==> config.mk <==
export PLATFORM = sky130hd
export DESIGN_NAME = pipe_stage_reg
export DESIGN_NICKNAME = d
export VERILOG_FILES = /design/src/rtl/pipe_stage_reg.sv
export SDC_FILE = /design/constraint.sdc
export NUM_CORES = 1
export LEC_CHECK = 0
export CORE_MARGIN = 4
export CORE_UTILIZATION = 50
export DETAILED_ROUTE_END_ITERATION = 10
export DONT_BUFFER_PORTS = 1
export GPL_ROUTABILITY_DRIVEN = 0
export PLACE_DENSITY_LB_ADDON = 0.25
export SLEW_MARGIN = 20
export SYNTH_ARGS = -nofsm -noshare
export SYNTH_HDL_FRONTEND = slang
export SYNTH_SLANG_ARGS = --single-unit
==> constraint.sdc <==
create_clock -name clk_i -period 3.9 [get_ports clk_i]
set_input_delay 1.17 -clock clk_i [delete_from_list [all_inputs] [get_ports clk_i]]
set_output_delay 1.17 -clock clk_i [all_outputs]
set_load 0.02 [all_outputs]
==> src/rtl/pipe_stage_reg.sv <==
// pipe_stage_reg: flow-controlled pipeline stage register with two-entry skid buffer, flush/bubble and stall counter
// Ports: clk_i/rst_i clock and sync active-high reset; valid_i/ready_o/ctrl_i/data_i upstream side;
// flush_i drops held and offered entries; valid_o/ready_i/ctrl_o/data_o downstream side;
// stall_cnt_o saturating count of cycles with valid_o high and ready_i low.
module pipe_stage_reg #(
  parameter int CTRL_W = 7,
  parameter int DATA_W = 111,
  parameter logic [CTRL_W-1:0] BUBBLE_CTRL = '0,
  parameter int CNT_W = 16
) (
  input  logic              clk_i,
  input  logic              rst_i,
  input  logic              valid_i,
  output logic              ready_o,
  input  logic [CTRL_W-1:0] ctrl_i,
  input  logic [DATA_W-1:0] data_i,
  input  logic              flush_i,
  output logic              valid_o,
  input  logic              ready_i,
  output logic [CTRL_W-1:0] ctrl_o,
  output logic [DATA_W-1:0] data_o,
  output logic [CNT_W-1:0]  stall_cnt_o
);
  typedef enum logic [1:0] {EMPTY, FULL, SKID} state_t;
  state_t state, state_nxt;
  logic [CTRL_W-1:0] main_ctrl, skid_ctrl;
  logic [DATA_W-1:0] main_data, skid_data;
  logic accept, take, load_in, load_skid, promote;
  assign ready_o = !rst_i && state != SKID;
  assign valid_o = state != EMPTY;
  assign ctrl_o = valid_o ? main_ctrl : BUBBLE_CTRL;
  assign data_o = main_data;
  assign accept = valid_i && ready_o && !flush_i;
  assign take = valid_o && ready_i;
  always_comb begin
    state_nxt = state;
    load_in = 1'b0;
    load_skid = 1'b0;
    promote = 1'b0;
    case (state)
      EMPTY: begin
        load_in = accept;
        state_nxt = accept ? FULL : EMPTY;
      end
      FULL: begin
        load_in = accept && take;
        load_skid = accept && !take;
        state_nxt = accept ? (take ? FULL : SKID) : (take ? EMPTY : FULL);
      end
      SKID: begin
        promote = take;
        state_nxt = take ? FULL : SKID;
      end
      default: state_nxt = EMPTY;
    endcase
    if (flush_i) state_nxt = EMPTY;
  end
  always_ff @(posedge clk_i) begin
    if (rst_i) state <= EMPTY;
    else state <= state_nxt;
  end
  // Payload registers need no flush clear: the state alone marks them dead.
  always_ff @(posedge clk_i) begin
    if (rst_i) begin
      main_ctrl <= '0;
      main_data <= '0;
      skid_ctrl <= '0;
      skid_data <= '0;
    end else begin
      if (load_in) begin
        main_ctrl <= ctrl_i;
        main_data <= data_i;
      end else if (promote) begin
        main_ctrl <= skid_ctrl;
        main_data <= skid_data;
      end
      if (load_skid) begin
        skid_ctrl <= ctrl_i;
        skid_data <= data_i;
      end
    end
  end
  always_ff @(posedge clk_i) begin
    if (rst_i) stall_cnt_o <= '0;
    else if (valid_o && !ready_i && stall_cnt_o != '1) stall_cnt_o <= stall_cnt_o + 1'b1;
  end
endmodule
==> summary.md, run 1 <==
| Metric | Value |
|---|---|
| Status | complete, no violations |
| Yosys top cell area share | 48.3% |
| CTS tree | yes |
| Worst Path Arrival | 1.81 ns |
| Area of the core | between 0.02 and 0.025 sq mm |
| Cells after Synth | 1313 |
| Critical Path RT | 2.73 ns |
| Wirelength per Cell | 18.3 um |
| Commonest non-fill, non-tap cell in the layout | nand2_1 |
| Pin count of the biggest net entering global routing | 259 |
| Skew-Pair Late Insertion Delay | 0.52 ns |
| Relative slew margins | about 44% |
| Post-CTS Hold Buffers | 0 |
| PortBufs | 0 |
| Die Wd | about 150 um |
| Worst VDD drop | 0.306 mV |
| Unrepaired setup endpoints after global routing | false |
| Overall global routing resource usage | 22.3% |
| Fraction of layout cells with a size suffix above 1 | 7.95% |
| CTS H-Tree Depth | 1 |
| Synth area leader | dfxtp_1 |
| Worst min path class | flip-flop to flip-flop |
| Synth Cell Area | around 0.011 sq mm |
| Worst setup margin | 0.916 ns |
| Post-layout net count | 1353 |
| Final setup vio count | 0 |
| Power per cell area | 482 mW/mm^2 |
| Max-cap violation count | 0 |
| Slowest-stage cell, CP | dfxtp_1 |
| PostCTS Resize Cnt | 0 |
| Setup CP Type | flip-flop to primary output |
| Endpoints failing hold | 0 |
| Worst-path clk slew | 0.06 ns |
| DRC Markers | 0 |
| Syn avg cell area | 8.01 sq um |
| Vias in the first global route | about 8400 |
| Number of diodes | 0 |
| CP Launch Type | flip-flop |
| CP Launch Point | state[1]$_SDFF_PP0_ |
| EDFF count, synth | 0 |
| Initial antenna violation count | 0 |
| Critical Path, Cell by Cell | nor2_1 -> buf_4 -> nor2b_1 |
| Total wire length | roughly 28000 um |
| Placed inst area | between 0.01 and 0.015 sq mm |
| Sequential share of the synthesized area | 48.3% |
| Synthesized flop and latch total | 254 |
| Slew Viols, Final | 0 |
| Tcrit/Tclk final | between 70% and 80% |
| Vias per Instance | roughly 6 |
| Die H | between 150 and 200 um |
| DRT antenna net count | 0 |
| CTS sink cnt | about 250 |
| LEAKAGE | 0.00359 uW |
| Place WS | 0.796 ns |
| Unique masters post-synth | 40 |
| FILL cells | roughly 1900 |
| Hpwl dp | ~16000 um |
| Async set-reset flop share out of synthesis | 0% |
| GR Overflow Total | 0 |
| First-pass GRT wire length | 44800 um |
| Cell area after layout | about 0.011 sq mm |
| Dominant synthesized flop cell | dfxtp_1 |
| Initial Util | 51.5% |
| Critical Path Fanout Max | 8 |
| TNS Setup | 0 ns |
| Clock Path Buffers | 3 |
| Total setup buffers inserted after CTS | 0 |
| CP peak stage delay | 0.52 ns |
| Full die area | 0.0234 sq mm |
| Min-delay src | skid_data[98]$_SDFFE_PP0P_ |
| # IOs | approximately 260 |
| Num CTS Buffers | 27 |
| Most frequent cells in the layout | 363 x nand2_1, 254 x dfxtp_1, 129 x a21oi_1 |
| Post-layout util | 55.6% |
| Main area contributors after synthesis | dfxtp_1 48%, nand2_1 13%, a311oi_1 6.7%, a21oi_1 6.1%, nand3_1 5.8% |
| DRT iter0 DRCs | 569 |
| Area Overhead vs Synth | 7.96% |
| Tightest Pin Transition | between 0.8 and 0.9 ns |
| F_max | roughly 340 MHz |
| Critical Path Sink Type | primary output |
| Final Critical Period | 2.98 ns |
| Final Skew | just over 0.01 ns |
| Worst reg2reg path startpoint | state[1]$_SDFF_PP0_ |
| Total power | 5470 uW |
| TritonRoute pass-1 iters | 5 |
| Synth Net Count | 1439 |
| DR vias | 8962 |
| Ys Warns | 0 |
| # rows | 52 |
| Root Buffer | clkbuf_16 |
[sequential cells by signal, indices dropped and copies added, names as in the netlist]
signal / count
skid_data: 111
data_o: 111
skid_ctrl: 7
state: 2
stall_cnt_o: 16
main_ctrl: 7
[layer usage]
| layer | up-vias | track usage [%] | wire length (um) |
|---|---|---|---|
| met1 | 4214 | 28.8 | 11500 |
| met4 | 0 | 6.75 | 865 |
| li1 | 4386 | - | - |
| met3 | 57 | 7.32 | 2530 |
| met5 | - | 0 | 0 |
| met2 | 305 | 35.7 | 12800 |
[cells by family (layout without fill, tap and decap cells)]
group	Yosys count	after routing	share of synthesized area, %
buffers and inverters	131	63	5.17
adders and majority gates	3	3	0.357
DFF	254	254	48.3
and+or+nand+nor	651	651	25.9
AOI/OAI and AO/OA	274	274	20.2
[per-stage QoR]
stage	instances	hold slack, ns
after floorplan	1313	0.437
after global placement	1468	0.436
after detailed placement	1468	0.442
after CTS	1515	0.450
after global routing	1515	0.467
final	1515	0.451
[path summary, 6_finish.rpt]
path | endpoint | slack [ns] | depth (start not counted)
max | ctrl_o[1] | 0.92 | 3
min | skid_data[98]$_SDFFE_PP0P_ | 0.45 | 2
max reg2reg | data_o[25]$_SDFFE_PP0P_ | 1.11 | 9
min reg2reg | skid_data[98]$_SDFFE_PP0P_ | 0.45 | 2
[power by group]
part           switching (uW)  internal [uW]
Sequential                129           2670
Combinational            99.0           76.9
Clock                     991           1510
Total                    1220           4260
[Yosys cell counts, drive strengths merged, types with 2 or more instances]
master	n
a211oi	2
a21oi	129
a311oi	120
a31oi	3
and2	2
and3	3
and4	8
buf	21
clkbuf	105
dfxtp	254
ha	3
inv	5
nand2	364
nand3	121
nand4	3
nor2	126
nor2b	8
nor3	4
o21ai	6
o21bai	2
o31ai	3
or3	3
or4	4
[layout make-up]
class / count / area [sq um] / area share, %
Sequential cell: 254 / 5080 / 44.8
Multi-Input combinational cell: 928 / 4920 / 43.3
Clock buffer: 38 / 777 / 6.84
Tap cell: 270 / 338 / 2.98
Timing Repair Buffer: 11 / 120 / 1.06
Clock inverter: 9 / 95.1 / 0.837
Inverter: 5 / 18.8 / 0.165
[critical path, delay by kind of cell (launching register included)]
| kind | cells | cell delay, ns |
|---|---|---|
| flip-flops | 1 | 0.52 |
| buffers and inverters | 1 | 0.21 |
| AND/OR/NAND/NOR | 2 | 0.57 |
No activity file was read; power rests on OpenSTA's default activity.
==> run 2: changes to the inputs <==
Clock period 3.9 ns to 2.6 ns, I/O delays scaled along.
==> run 2 against run 1 <==
Net effect:
- critical endpoint is now ready_o
- largest power group unchanged
- clock power grew 51%
- critical path type unchanged
- clock-buffer cell count rose by 5
- sequential power is 50% higher
- utilization increased by 0.92 points
- global-route usage grew 0.39 points
- combinational power increased by 55%
==> summary.md, run 2 (synthesized netlist as in run 1, its figures left out) <==
| Metric | Value |
|---|---|
| Status | complete, no violations |
| Initial Util | 51.5% (unchanged) |
| Post-CTS Hold Buffers | 0 (unchanged) |
| Root Buffer | clkbuf_16 |
| Area Overhead vs Synth | 9.76% |
| Fraction of layout cells with a size suffix above 1 | 9.03% (+1.1 points) |
| Skew-Pair Late Insertion Delay | 0.53 ns (about the same) |
| M1 WL | 11700 um (+1.2%) |
| Final Critical Period | about 2.5 ns |
| Power per cell area | 714 mW/mm^2 (+48%) |
| DRC Markers | 0 (unchanged) |
| Initial antenna violation count | 0 (unchanged) |
| Met2 Wirelength | 13300 um (+4.4%) |
| DR vias | 9063 (+1.1%) |
| CTS tree | yes |
| Area taken by multi-input logic gates | 0.00495 sq mm (+0.66%) |
| DRT iter0 DRCs | 581 (+2.1%) |
| Critical Path RT | 1.82 ns (-0.91 ns) |
| Worst Path Arrival | 1.72 ns (-0.09 ns) |
| Post-layout net count | 1357 (+0.30%) |
| Max-cap violation count | 0 (unchanged) |
| FILL cells | 1867 (-0.59%) |
| CP Launch Type | flip-flop |
| Tcrit/Tclk final | 96.3% |
| CTS sink cnt | 254 (unchanged) |
| First-pass GRT wire length | 45600 um (+1.6%) |
| Die H | 153 um (unchanged) |
| F_max | about 400 MHz |
| CP peak stage delay | 0.45 ns (-0.07 ns) |
| Placed insts | 1472 (+0.27%) |
| Place WS | 0.231 ns (-0.566 ns) |
| Cell area after layout | 0.0115 sq mm (+1.7%) |
| Reg2Reg Depth | 8 (-1) |
| Hpwl dp | 16300 um (+1.0%) |
| Worst setup margin | 0.0972 ns (-0.818 ns) |
| Overall global routing resource usage | 22.7% (+0.39 points) |
| Critical Path Fanout Max | 44 (+36) |
| Number of diodes | 0 (unchanged) |
| Wirelength per Cell | 18.6 um (+1.7%) |
| Final setup vio count | 0 (unchanged) |
| LEAKAGE | 0.00366 uW (+1.8%) |
| Critical Path Sink Type | primary output |
| PortBufs | 0 (unchanged) |
| # IOs | 259 (unchanged) |
| Full die area | 0.0234 sq mm (unchanged) |
| Slowest-stage cell, CP | dfxtp_2 |
| CTS H-Tree Depth | 1 (unchanged) |
| Commonest non-fill, non-tap cell in the layout | nand2_1 |
| Relative slew margins | 67.5% (+23 points) |
| Final Skew | 0.00944 ns (-0.000713 ns) |
| Setup CP Type | flip-flop to primary output |
| Most frequent cells in the layout | 363 x nand2_1, 252 x dfxtp_1, 129 x a21oi_1 |
| Total wire length | 28300 um (+2.1%) |
| # rows | 52 (unchanged) |
| GR Overflow Total | 0 (unchanged) |
| Tightest Pin Transition | 0.487 ns (-0.347 ns) |
| TNS Setup | 0 ns (unchanged) |
| Worst min path class | input pin to flip-flop |
| Unrepaired setup endpoints after global routing | false |
| Vias in the first global route | 8425 (+0.79%) |
| Worst VDD drop | 0.764 mV (+150%) |
| Die Wd | 153 um (unchanged) |
| Area of the core | 0.0204 sq mm (unchanged) |
| Slew Viols, Final | 0 (unchanged) |
| Sequential Area | 0.00509 sq mm (about the same) |
| Met3 WL post-DR | 2610 um (+3.1%) |
| TritonRoute pass-1 iters | 5 (unchanged) |
| Final cell count without fillers | 1521 (+0.40%) |
| Placed inst area | 0.0106 sq mm (+1.1%) |
| Clock Path Buffers | 3 (unchanged) |
| Num CTS Buffers | 26 (-3.7%) |
| DRT antenna net count | 0 (unchanged) |
| Pin count of the biggest net entering global routing | 259 (unchanged) |
| Critical Path, Cell by Cell | nor2b_4 -> buf_16 -> nor2_1 |
| Worst-path clk slew | 0.06 ns (about the same) |
| Endpoints failing hold | 0 (unchanged) |
| Vias per Instance | 5.96 (+0.73%) |
| DR top layer | met4 |
| Hold path depth | 1 (-1) |
-- run 2: path summary, 6_finish.rpt --
path,slack [ns],start,end
setup / recovery,0.1,state[1]$_SDFF_PP0_,ready_o
hold / removal,0.32,flush_i,state[1]$_SDFF_PP0_
setup reg to reg,0.32,state[1]$_SDFF_PP0_,data_o[19]$_SDFFE_PP0P_
hold reg to reg,0.45,skid_data[71]$_SDFFE_PP0P_,skid_data[71]$_SDFFE_PP0P_
-- run 2: cell type report --
class                      count  share of cell area [%]
sequential                   254                    44.1
multi-input combinational    928                    42.9
clock inverter                 5                   0.477
tap                          270                    2.93
inverter                       5                   0.163
clock buffer                  43                    7.15
timing repair buffer          16                    2.30
-- run 2: critical path: cells and delay by family (launching register included) --
family | cells | cell delay, ns
simple gates | 2 | 0.45
flops | 1 | 0.45
buf+inv | 1 | 0.28
-- run 2: stage by stage --
step	hold WS, ns	utilization [%]	power [uW]
floorplan	0.437	-	4570
global placement	0.437	51.9	4550
detailed placement	0.441	51.9	4560
CTS	0.296	56.5	8330
global route	0.296	56.5	8530
finish	0.321	56.5	8250
-- run 2: power by group --
group	internal, uW	leakage, uW	switching, uW
Clock	2260	0.000428	1520
Combinational	122	0.00117	150
Sequential	4000	0.00206	196
Total	6380	0.00366	1870
-- run 2: metal layers --
metal | vias to the layer above | GRT usage [%]
met2 | 302 | 37.6
met3 | 43 | 7.89
met1 | 4327 | 28.4
met4 | 0 | 5.47
li1 | 4391 | -
met5 | - | 0
-- run 2: repair_timing --
item | 4_1_cts | 5_1_grt
buffers inserted | 0 | 0
cloned | 1 | 0
gates resized for setup | 9 | 1
setup endpoints to repair | 8 | 1
